## config.mk

```make
export PLATFORM = sky130hd
export DESIGN_NAME = pipe_ctrl_flat
export DESIGN_NICKNAME = d
export VERILOG_FILES = /design/src/rtl/pipe_ctrl_pkg.sv /design/src/rtl/pipe_ctrl_if.sv /design/src/rtl/pipe_ctrl_sat_counter.sv /design/src/rtl/pipe_ctrl.sv /design/src/flat_wrapper.sv
export SDC_FILE = /design/constraint.sdc
export NUM_CORES = 1
export LEC_CHECK = 0
export CELL_PAD_IN_SITES_DETAIL_PLACEMENT = 1
export CELL_PAD_IN_SITES_GLOBAL_PLACEMENT = 1
export CORE_MARGIN = 2
export CORE_UTILIZATION = 33
export DETAILED_ROUTE_END_ITERATION = 10
export GPL_TIMING_DRIVEN = 0
export PLACE_DENSITY = 0.74
export SYNTH_ARGS = -nofsm -noshare
export SYNTH_HDL_FRONTEND = slang
export SYNTH_SLANG_ARGS = --single-unit
```

## constraint.sdc

```tcl
create_clock -name clk -period 1.6 [get_ports clk]
set_input_delay 0.32 -clock clk [delete_from_list [all_inputs] [get_ports clk]]
set_output_delay 0.32 -clock clk [all_outputs]
set_load 0.05 [all_outputs]
```

## src/rtl/pipe_ctrl_pkg.sv

```systemverilog
// pipe_ctrl shared definitions: stall encodings, bit indices,
// stall vector constants and FSM state encodings.
package pipe_ctrl_pkg;

   localparam logic Stop   = 1'b1;
   localparam logic NoStop = 1'b0;

   localparam int STALL_W  = 6;
   localparam int STALL_PC = 0;
   localparam int STALL_IF = 1;
   localparam int STALL_ID = 2;
   localparam int STALL_EX = 3;
   localparam int STALL_MEM = 4;
   localparam int STALL_WB = 5;

   typedef logic [STALL_W-1:0] stall_t;

   localparam stall_t STALL_VEC_NONE = 6'b000000;
   localparam stall_t STALL_VEC_ID   = 6'b000111;
   localparam stall_t STALL_VEC_EX   = 6'b001111;

   typedef enum logic [1:0] {
      RUN      = 2'd0,
      ST_ID    = 2'd1,
      ST_EX    = 2'd2
   } state_e;

   // EX has priority; reset forces every register to advance.
   function automatic stall_t stall_vec(input logic rst,
                                        input logic id,
                                        input logic ex);
      stall_t v;
      v = STALL_VEC_NONE;
      unique case (1'b1)
         rst:              v = STALL_VEC_NONE;
         !rst && ex:       v = STALL_VEC_EX;
         !rst && !ex && id: v = STALL_VEC_ID;
         default:          v = STALL_VEC_NONE;
      endcase
      return v;
   endfunction

   function automatic state_e decode_state(input logic [1:0] s);
      state_e r;
      unique case (s)
         2'd1:    r = ST_ID;
         2'd2:    r = ST_EX;
         default: r = RUN;
      endcase
      return r;
   endfunction

endpackage

```

## src/rtl/pipe_ctrl_if.sv

```systemverilog
// Stall request / stall vector bundle between the pipeline
// stages (master) and the pipeline control unit (slave).
interface pipe_ctrl_if;
   import pipe_ctrl_pkg::*;

   logic   stallreq_from_id;
   logic   stallreq_from_ex;
   stall_t stall;

   modport master (
      output stallreq_from_id,
      output stallreq_from_ex,
      input  stall
   );

   modport slave (
      input  stallreq_from_id,
      input  stallreq_from_ex,
      output stall
   );

endinterface

```

## src/rtl/pipe_ctrl_sat_counter.sv

```systemverilog
// Saturating up-counter with enable and synchronous clear;
// holds at MAX once reached.
module pipe_ctrl_sat_counter #(
   parameter int             W   = 8,
   parameter logic [W-1:0]   MAX = '1
) (
   input  logic         clk,
   input  logic         rst,
   input  logic         clr_i,
   input  logic         en_i,
   output logic [W-1:0] cnt_o
);

   logic [W-1:0] cnt_q;
   logic [W-1:0] cnt_d;

   always_comb begin
      cnt_d = cnt_q;
      if (clr_i) begin
         cnt_d = '0;
      end else if (en_i && (cnt_q != MAX)) begin
         cnt_d = cnt_q + W'(1);
      end
   end

   always_ff @(posedge clk) begin
      if (rst) begin
         cnt_q <= '0;
      end else begin
         cnt_q <= cnt_d;
      end
   end

   assign cnt_o = cnt_q;

endmodule

```

## src/rtl/pipe_ctrl.sv

```systemverilog
// Pipeline stall arbiter with stall-run watchdog.
// Define PIPE_CTRL_STATS_EN for saturating stall/bubble statistics.
module pipe_ctrl
   import pipe_ctrl_pkg::*;
#(
   parameter int MAX_STALL = 255,
   parameter int CNT_W     = 32
) (
   input  logic             clk,
   input  logic             rst,
   pipe_ctrl_if.slave       bus,
   input  logic             err_clr_i,
   output logic [1:0]       state_o,
   output logic             stall_timeout_o,
`ifdef PIPE_CTRL_STATS_EN
   output logic             stall_err_o,
   output logic [CNT_W-1:0] stall_cnt_id_o,
   output logic [CNT_W-1:0] stall_cnt_ex_o,
   output logic [CNT_W-1:0] bubble_cnt_o
`else
   output logic             stall_err_o
`endif
);

   localparam int RL_W = $clog2(MAX_STALL + 1);

   if (MAX_STALL < 2 || CNT_W < 1) begin : g_bad_param
      $error("pipe_ctrl: MAX_STALL must be >= 2 and CNT_W >= 1");
   end

   logic      req_id;
   logic      req_ex;
   stall_t    stall_v;
   logic      stall_any;
   logic      trip;

   state_e    state_q;
   state_e    state_d;
   logic      timeout_q;
   logic      timeout_d;
   logic      err_q;
   logic      err_d;
   logic [RL_W-1:0] run_len_q;

   assign req_id    = bus.stallreq_from_id;
   assign req_ex    = bus.stallreq_from_ex;
   assign stall_v   = stall_vec(rst, req_id, req_ex);
   assign stall_any = |stall_v;
   assign bus.stall = stall_v;

   pipe_ctrl_sat_counter #(
      .W   (RL_W),
      .MAX (RL_W'(MAX_STALL))
   ) u_run_len (
      .clk   (clk),
      .rst   (rst),
      .clr_i (~stall_any),
      .en_i  (1'b1),
      .cnt_o (run_len_q)
   );

   // Trips only on the MAX-1 -> MAX step; saturation blocks re-trips.
   assign trip = stall_any && (run_len_q == RL_W'(MAX_STALL - 1));

   always_comb begin
      state_d   = RUN;
      timeout_d = trip;
      err_d     = err_q;
      unique case (1'b1)
         req_ex:            state_d = ST_EX;
         !req_ex && req_id: state_d = ST_ID;
         !req_ex && !req_id: state_d = RUN;
         default:           state_d = RUN;
      endcase
      if (trip) begin
         err_d = 1'b1;
      end else if (err_clr_i) begin
         err_d = 1'b0;
      end
   end

   always_ff @(posedge clk) begin
      if (rst) begin
         state_q   <= RUN;
         timeout_q <= 1'b0;
         err_q     <= 1'b0;
      end else begin
         state_q   <= state_d;
         timeout_q <= timeout_d;
         err_q     <= err_d;
      end
   end

   assign state_o         = decode_state(state_q);
   assign stall_timeout_o = timeout_q;
   assign stall_err_o     = err_q;

`ifdef PIPE_CTRL_STATS_EN
   pipe_ctrl_sat_counter #(
      .W (CNT_W)
   ) u_cnt_id (
      .clk   (clk),
      .rst   (rst),
      .clr_i (1'b0),
      .en_i  (stall_any && !req_ex && req_id),
      .cnt_o (stall_cnt_id_o)
   );

   pipe_ctrl_sat_counter #(
      .W (CNT_W)
   ) u_cnt_ex (
      .clk   (clk),
      .rst   (rst),
      .clr_i (1'b0),
      .en_i  (stall_any && req_ex),
      .cnt_o (stall_cnt_ex_o)
   );

   pipe_ctrl_sat_counter #(
      .W (CNT_W)
   ) u_cnt_bub (
      .clk   (clk),
      .rst   (rst),
      .clr_i (1'b0),
      .en_i  (stall_any),
      .cnt_o (bubble_cnt_o)
   );
`endif

endmodule
```

## src/flat_wrapper.sv

```systemverilog
// flat-port wrapper written by rule: the top's interface ports become plain ports
module pipe_ctrl_flat import pipe_ctrl_pkg::*;
#(
   parameter int MAX_STALL = 255,
   parameter int CNT_W     = 32
)
  (clk, rst, err_clr_i, state_o, stall_timeout_o, stall_err_o, bus_stallreq_from_id, bus_stallreq_from_ex, bus_stall);
  pipe_ctrl_if bus_i ();
  input  logic clk;
  input  logic rst;
  input  logic err_clr_i;
  output logic [1:0] state_o;
  output logic stall_timeout_o;
  output logic stall_err_o;
  input wire logic [$bits(bus_i.stallreq_from_id)-1:0] bus_stallreq_from_id;
  input wire logic [$bits(bus_i.stallreq_from_ex)-1:0] bus_stallreq_from_ex;
  output wire logic [$bits(bus_i.stall)-1:0] bus_stall;
  assign bus_i.stallreq_from_id = bus_stallreq_from_id;
  assign bus_i.stallreq_from_ex = bus_stallreq_from_ex;
  assign bus_stall = bus_i.stall;
  pipe_ctrl #(.MAX_STALL(MAX_STALL), .CNT_W(CNT_W)) u_core (.clk(clk), .rst(rst), .bus(bus_i), .err_clr_i(err_clr_i), .state_o(state_o), .stall_timeout_o(stall_timeout_o), .stall_err_o(stall_err_o));
endmodule
```

==> key figures, run 1 <==
Layout
  • Area of the multi-input gates: 282 µm²
  • Total Nets Final: 86
  • FILL cells: 193
  • Antenna diodes: 0
  • Cell area after layout: 719 µm²
  • Final core utilization: 0.467
  • Layout cells sized above 1: 0.256
  • Area growth, synth to finish: 30.4%
  • FF/Latch Area: ~240 µm²

Logic synthesis
  • Async set-reset flop share out of synthesis: 0
  • Register area share after synthesis: 0.435
  • Distinct cells, synth: 25
  • Post-synth EDFFs: 0
  • Top post-synthesis cells by area: dfxtp_1 44%, buf_4 5.4%, ha_1 4.5%
  • Yosys top cell by area: dfxtp_1
  • Cell Area, Synth: approximately 550 µm²
  • Top-area cell type share of the netlist area: 0.435
  • Count leader, synth: dfxtp_1
  • Synthesis Warnings: 0
  • Synth Flop Type: dfxtp_1
  • Mapped Cells: 60
  • Flops & latches, synth: 12
  • Avg Cell Area, Syn: 9.20 µm²

Floorplanning
  • Die W: around 45 µm
  • Site row count: 14
  • Die ar.: 0.00202 mm²
  • Core area: around 0.0015 mm²
  • Top-Level Pins: 15
  • Initial Util: 0.358
  • Die Ht: 44.9 µm

Pwr
  • Total chip power: ~0.00066 W
  • Peak VDD IR: 0.379 mV
  • Power Dens Cells: 912 mW/mm²
  • Leakage: 0.311 nW

Timing
  • Slew Viols, Final: 0
  • Final Cycle Share: 0.954
  • Max Clock Freq: 0.655 GHz
  • Clk_skew: 0.00446 ns
  • Setup Viol. Count Final: 0
  • RSZ-0062 raised after global routing: false
  • Hold WS: approximately 0.42 ns
  • Final worst setup slack: 0.0733 ns
  • Min cycle time layout: about 1.5 ns
  • Hold Fails Final Rpt: 0

Routing
  • Vias/cell: 5.35
  • Initial drt markers: 3
  • Vias: 503
  • Mean routed wirelength per cell: 13.9 µm
  • DRC: 0
  • Routed WL: 1310 µm
  • Post-detailed-route count of antenna-violating nets: 0
  • DRT Pass-1 Iters: 4

GRT
  • Gr usage total: 0.149
  • Vias in the first global route: 503
  • First-pass GRT wire length: 2140 µm
  • Initial antenna violation count: 0
  • Largest net degree at the start of global routing: 9
  • GRT overflow: 0

Worst setup path
  • Crit path launch type: input port
  • Crit end category: output port
  • Crit path kind: in -> out
  • Critical path's largest stage delay: roughly 0.27 ns
  • Arrival @ worst endpoint: 1.21 ns
  • Critical Path RT: ~1.3 ns
  • Delay-heaviest family, CP: buffers and inverters
  • Largest fanout on the critical path: 5
  • Buf/Inv on CP: 4
  • Critical-path cell list: dlygate4sd2_1 -> o21bai_4 -> inv_2 -> buf_4 -> buf_2
  • Max stage delay cell, worst path: dlygate4sd2_1

Job
  • Max Cap Viol: 0

Placement
  • # port buffers: 12
  • Pre-CTS WS: -0.888 ns
  • Dpl hpwl: roughly 970 µm
  • Final GP Congestion: between 0.6 and 0.7
  • Placed cell areas: between 600 and 700 µm²

CTS
  • Count of clock tree sinks: 12
  • Reg clk slew, reported paths: 0.08 ns
  • Clk buf depth: 2
  • CTS tree: yes
  • TritonCTS Buffers: 3
  • CTS HTree Levels: 1
  • Clk Latency, worst-skew pair: 0.27 ns
  • Clk root buf: clkbuf_4

Worst hold path
  • Min-delay worst type: in -> reg

Run status
  • Outcome: complete, no violations
[through the flow]
stage                     cells  TNS (ns)
after floorplan              61         0
after global placement       89     -3.11
after detailed placement     89     -3.12
after CTS                    94         0
after global routing         94         0
final                        94         0
[per-layer routing]
| metal | global-route usage | part of all wire | vias to the layer above |
|---|---|---|---|
| li1 | - | - | 249 |
| met1 | 0.178 | 0.45 | 246 |
| met2 | 0.243 | 0.52 | 6 |
| met3 | 0.0600 | 0.027 | 2 |
| met4 | 0.0529 | 0.0061 | 0 |
| met5 | 0 | 0 | - |
[final cells by class]
| cell class | instances | share of cell area |
|---|---|---|
| Tap cell | 16 | 0.0278 |
| Timing Repair Buffer | 13 | 0.139 |
| Sequential cell | 12 | 0.334 |
| Clock buffer | 4 | 0.0504 |
| Inverter | 3 | 0.0157 |
| Multi-Input combinational cell | 42 | 0.391 |
| Buffer | 4 | 0.0417 |
[worst paths after layout]
| path | start | endpoint | slack (ns) | depth (start not counted) |
|---|---|---|---|---|
| worst max-delay path | rst | bus_stall[2] | 0.07 | 5 |
| worst min-delay path | rst | u_core.state_q[1]$_SDFF_PP0_ | 0.42 | 2 |
| worst min register to register | u_core.stall_err_o$_SDFFE_PP0P_ | u_core.stall_err_o$_SDFFE_PP0P_ | 0.45 | 1 |
| worst max register to register | u_core.u_run_len.cnt_o[0]$_SDFFE_PP0P_ | u_core.u_run_len.cnt_o[1]$_SDFFE_PP0P_ | 0.14 | 4 |
[sequential cells by signal, indices dropped and copies added (netlist names)]
| signal | cells |
|---|---|
| u_core.state_q | 2 |
| u_core.stall_timeout_o | 1 |
| u_core.stall_err_o | 1 |
| u_core.u_run_len.cnt_o | 8 |
[kinds of logic after synthesis]
logic type,Yosys count,share of synthesized area
AO/OA/AOI/OAI,14,0.172
flip-flops,12,0.435
XOR/XNOR,2,0.0318
AND/OR/NAND/NOR,22,0.234
adder cells (fa/ha/maj),2,0.0453
other,1,0.00680
buffers and inverters,7,0.0748
[where the power goes]
group | switching (W) | internal, W
Combinational | 0.0000643 | 0.0000345
Sequential | 0.00000802 | 0.000305
Clock | 0.000105 | 0.000138
Total | 0.000178 | 0.000478
[timing repair]
| action | in CTS | in global routing |
|---|---|---|
| hold buffers | 0 | 0 |
| buffers inserted | 1 | 0 |
| pin swaps | 1 | 0 |
| resized for setup | 27 | 5 |
| cloned | 0 | 0 |
| setup endpoints to repair | 8 | 3 |
[placed cells by master, fill, tap and decap left out, drive strengths merged, types with 3 or more instances in the layout]
| master | instances |
|---|---|
| nand3 | 4 |
| a31oi | 3 |
| buf | 8 |
| clkbuf | 6 |
| a21oi | 4 |
| dfxtp | 12 |
| nor2b | 4 |
| nor3 | 4 |
| inv | 3 |
| dlygate4sd2 | 5 |
No activity file was read; power rests on OpenSTA's default activity.
==> inputs of run 2 (changes only) <==
--- a/config.mk
+++ b/config.mk
@@ -5,13 +5,15 @@
 export SDC_FILE = /design/constraint.sdc
 export NUM_CORES = 1
 export LEC_CHECK = 0
+export ABC_AREA = 1
 export CELL_PAD_IN_SITES_DETAIL_PLACEMENT = 1
 export CELL_PAD_IN_SITES_GLOBAL_PLACEMENT = 1
 export CORE_MARGIN = 2
-export CORE_UTILIZATION = 33
+export CORE_UTILIZATION = 29
 export DETAILED_ROUTE_END_ITERATION = 10
 export GPL_TIMING_DRIVEN = 0
-export PLACE_DENSITY = 0.74
+export PLACE_DENSITY = 0.71
+export SLEW_MARGIN = 20
 export SYNTH_ARGS = -nofsm -noshare
 export SYNTH_HDL_FRONTEND = slang
 export SYNTH_SLANG_ARGS = --single-unit
==> constraint.sdc (replaced) <==
create_clock -name clk -period 1.2 [get_ports clk]
set_input_delay 0.24 -clock clk [delete_from_list [all_inputs] [get_ports clk]]
set_output_delay 0.24 -clock clk [all_outputs]
set_load 0.05 [all_outputs]
==> run 2 against run 1 <==
Effect of this change: sequential cell count unchanged; worst hold slack worse by 0.28 ns; clock power up 33%; via count up 13%; critical path depth down 2; count of clock-buffer cells in the layout unchanged; global-route usage down 1.1 points; power up 39%; core utilization down 3.9 points; final area up 18%; non-clock buffer count up 1; synthesized cell count up 45%.
==> key figures, run 2 <==
Run status
  • Outcome: complete, no violations

Worst setup path
  • Crit path kind: reg -> out
  • Critical Path RT: 0.96 ns (-0.32 ns)
  • Largest fanout on the critical path: 2 (-3)
  • Crit end category: output port
  • Buf/Inv on CP: 2 (-2)
  • Arrival @ worst endpoint: 0.94 ns (-0.27 ns)
  • Crit path launch type: flop
  • Critical path's largest stage delay: 0.35 ns (+0.08 ns)
  • Max stage delay cell, worst path: dfxtp_2
  • Delay-heaviest family, CP: flip-flops
  • Critical-path cell list: inv_2 -> nor2_2 -> buf_6

Job
  • Max Cap Viol: 0 (unchanged)

Placement
  • # port buffers: 12 (unchanged)
  • Placed cells: 127 (+43%)
  • Final GP Congestion: 0.716 (+10%)
  • Pre-CTS WS: -1.04 ns (-0.156 ns)
  • Placed cell areas: 783 µm² (+13%)
  • Dpl hpwl: 1100 µm (+14%)

Logic synthesis
  • Distinct cells, synth: 21 (-16%)
  • Count leader, synth: nor2_1
  • Synthesis Warnings: 0 (unchanged)
  • Most frequent cells after synthesis: 18 x nor2_1, 13 x inv_1, 13 x nand2_1, 12 x dfxtp_1, 4 x buf_4
  • Top post-synthesis cells by area: dfxtp_1 39%, nor2_1 11%, inv_1 7.9%
  • Flops & latches, synth: 12 (unchanged)
  • Cell Area, Synth: 618 µm² (+12%)
  • Async set-reset flop share out of synthesis: 0 (unchanged)
  • Post-synth EDFFs: 0 (unchanged)
  • Top-area cell type share of the netlist area: 0.389 (-0.0467)
  • Synth Flop Type: dfxtp_1
  • Mapped Cells: 87 (+45%)
  • Register area share after synthesis: 0.389 (-0.0467)
  • Yosys top cell by area: dfxtp_1
  • Avg Cell Area, Syn: 7.10 µm² (-23%)

GRT
  • Gr usage total: 0.138 (-0.0112)
  • GRT overflow: 0 (unchanged)
  • First-pass GRT wire length: 2520 µm (+18%)
  • Vias in the first global route: 595 (+18%)
  • Initial antenna violation count: 0 (unchanged)
  • Largest net degree at the start of global routing: 9 (unchanged)

Layout
  • FILL cells: 251 (+30%)
  • Most frequent cells in the layout: 16 x nor2_1, 13 x nand2_1, 9 x inv_1
  • Total Nets Final: 114 (+33%)
  • Commonest non-fill, non-tap cell in the layout: nor2_1
  • Max reg flops: 8 (unchanged)
  • Antenna diodes: 0 (unchanged)
  • Area growth, synth to finish: 37.0%
  • Cell area after layout: 847 µm² (+18%)
  • Final core utilization: 0.427 (-0.0393)
  • Layout Cells excl Fill: 133 (+41%)
  • Layout cells sized above 1: 0.396 (+0.140)

Routing
  • Routed WL: 1460 µm (+12%)
  • DRT Pass-1 Iters: 1 (-3)
  • Vias/cell: 4.29 (-20%)
  • Initial drt markers: 0 (-3)
  • DRC: 0 (unchanged)
  • Mean routed wirelength per cell: 11.0 µm (-21%)
  • Vias: 570 (+13%)
  • Post-detailed-route count of antenna-violating nets: 0 (unchanged)

Floorplanning
  • Die ar.: 0.00252 mm² (+25%)
  • Top-Level Pins: 15 (unchanged)
  • Die Ht: 50.2 µm (+12%)
  • Die W: 50.2 µm (+12%)
  • Site row count: 16 (+2)
  • Core area: 0.00198 mm² (+29%)
  • Initial Util: 0.312 (-0.0461)

Pwr
  • Leakage: 0.376 nW (+21%)
  • Peak VDD IR: 0.740 mV (+95%)
  • Total chip power: 0.000910 W (+39%)
  • Power Dens Cells: 1070 mW/mm² (+18%)

CTS
  • TritonCTS Buffers: 3 (unchanged)
  • Clk buf depth: 2 (unchanged)
  • CTS tree: yes
  • Clk root buf: clkbuf_4
  • Clk Latency, worst-skew pair: 0.28 ns (about the same)
  • Count of clock tree sinks: 12 (unchanged)
  • Reg clk slew, reported paths: 0.08 ns (about the same)
  • CTS HTree Levels: 1 (unchanged)

Timing
  • Slew Viols, Final: 0 (unchanged)
  • Max Clock Freq: between 0.8 and 0.9 GHz
  • RSZ-0062 raised after global routing: true
  • Final worst setup slack: 0.0230 ns (-0.0503 ns)
  • Clk_skew: 0.00613 ns (+0.00167 ns)
  • Min cycle time layout: ~1.2 ns
  • Final Cycle Share: 0.981
  • Hold Fails Final Rpt: 0 (unchanged)
  • Setup Viol. Count Final: 0 (unchanged)

Worst hold path
  • Min-delay worst type: in -> reg
[run 2: cell types whose count changed after synthesis, sizes merged, moves of 2 or more]
cell    before  now
nor2         2   21
nand2        2   17
inv          3   14
nor2b        4    0
nand4        2    0
nor3         4    2
o21bai       2    0
[run 2: path summary, 6_finish.rpt]
kind	startpoint	endpoint	slack, ns	cells past startpoint
hold / removal	bus_stallreq_from_ex	u_core.state_q[0]$_SDFF_PP0_	0.14	2
hold reg to reg	u_core.stall_err_o$_SDFFE_PP0P_	u_core.stall_err_o$_SDFFE_PP0P_	0.48	2
setup reg to reg	u_core.u_run_len.cnt_o[0]$_SDFFE_PP0P_	u_core.u_run_len.cnt_o[1]$_SDFFE_PP0P_	0.09	6
setup / recovery	u_core.state_q[1]$_SDFF_PP0_	state_o[1]	0.02	3
[run 2: cells by family after synthesis]
logic type      after synthesis  share of synthesized area
flops                        12                      0.389
fa+ha+maj                     2                     0.0405
simple gates                 43                      0.324
buf+inv                      19                      0.142
xor+xnor                      1                     0.0142
other cells                   1                    0.00607
compound gates                9                     0.0850
[run 2: per-layer routing]
metal	global-route usage	wire length (µm)	up-vias
li1	-	-	298
met1	0.137	574	261
met2	0.252	805	9
met3	0.0655	71	2
met4	0.0417	9	0
met5	0	0	-
[run 2: final cells by class]
cell class                      instances  area, µm²  share of cell area
Buffer                                  4       37.5              0.0443
Clock buffer                            4       36.3              0.0428
Inverter                               15       57.6              0.0679
Multi-Input combinational cell         57        319               0.377
Sequential cell                        12        248               0.292
Tap cell                               27       33.8              0.0399
Timing Repair Buffer                   14        115               0.136
[run 2: per-stage QoR]
stage	hold slack, ns	setup TNS, ns
after global routing	0.142	-0.0581
after floorplan	0.312	-0.119
after CTS	0.236	-0.0436
final	0.139	0
after detailed placement	0.476	-6.40
after global placement	0.464	-5.85
[run 2: power breakdown]
part	switching [W]	leakage [nW]	total, W	internal [W]
clock network	0.000140	0.0210	0.000324	0.000185
logic	0.000102	0.256	0.000165	0.0000630
registers	0.0000127	0.0991	0.000421	0.000408
[run 2: repair_timing]
action,in CTS,in global routing
setup buffers,1,1
pin swaps,1,1
resized for setup,65,12
endpoints found under the setup margin,14,8
endpoints found under the hold margin,0,0
hold buffers,0,0
[run 2: worst register-to-register path, cell delays in order (launching register included)]
cell and delay [ns]:
dfxtp_2 0.38, ha_4 0.16, inv_1 0.06, nor2_4 0.13
nand2_4 0.09, o21ai_1 0.14, nor2_1 0.05
==> inputs of run 3 (changes only) <==
--- a/config.mk
+++ b/config.mk
@@ -10,6 +10,7 @@
 export CELL_PAD_IN_SITES_GLOBAL_PLACEMENT = 1
 export CORE_MARGIN = 2
 export CORE_UTILIZATION = 29
+export CTS_CLUSTER_DIAMETER = 40
 export DETAILED_ROUTE_END_ITERATION = 10
 export GPL_TIMING_DRIVEN = 0
 export PLACE_DENSITY = 0.71
==> results of run 3 <==
The final DEF is identical to that of run 2; final timing and power are the same.
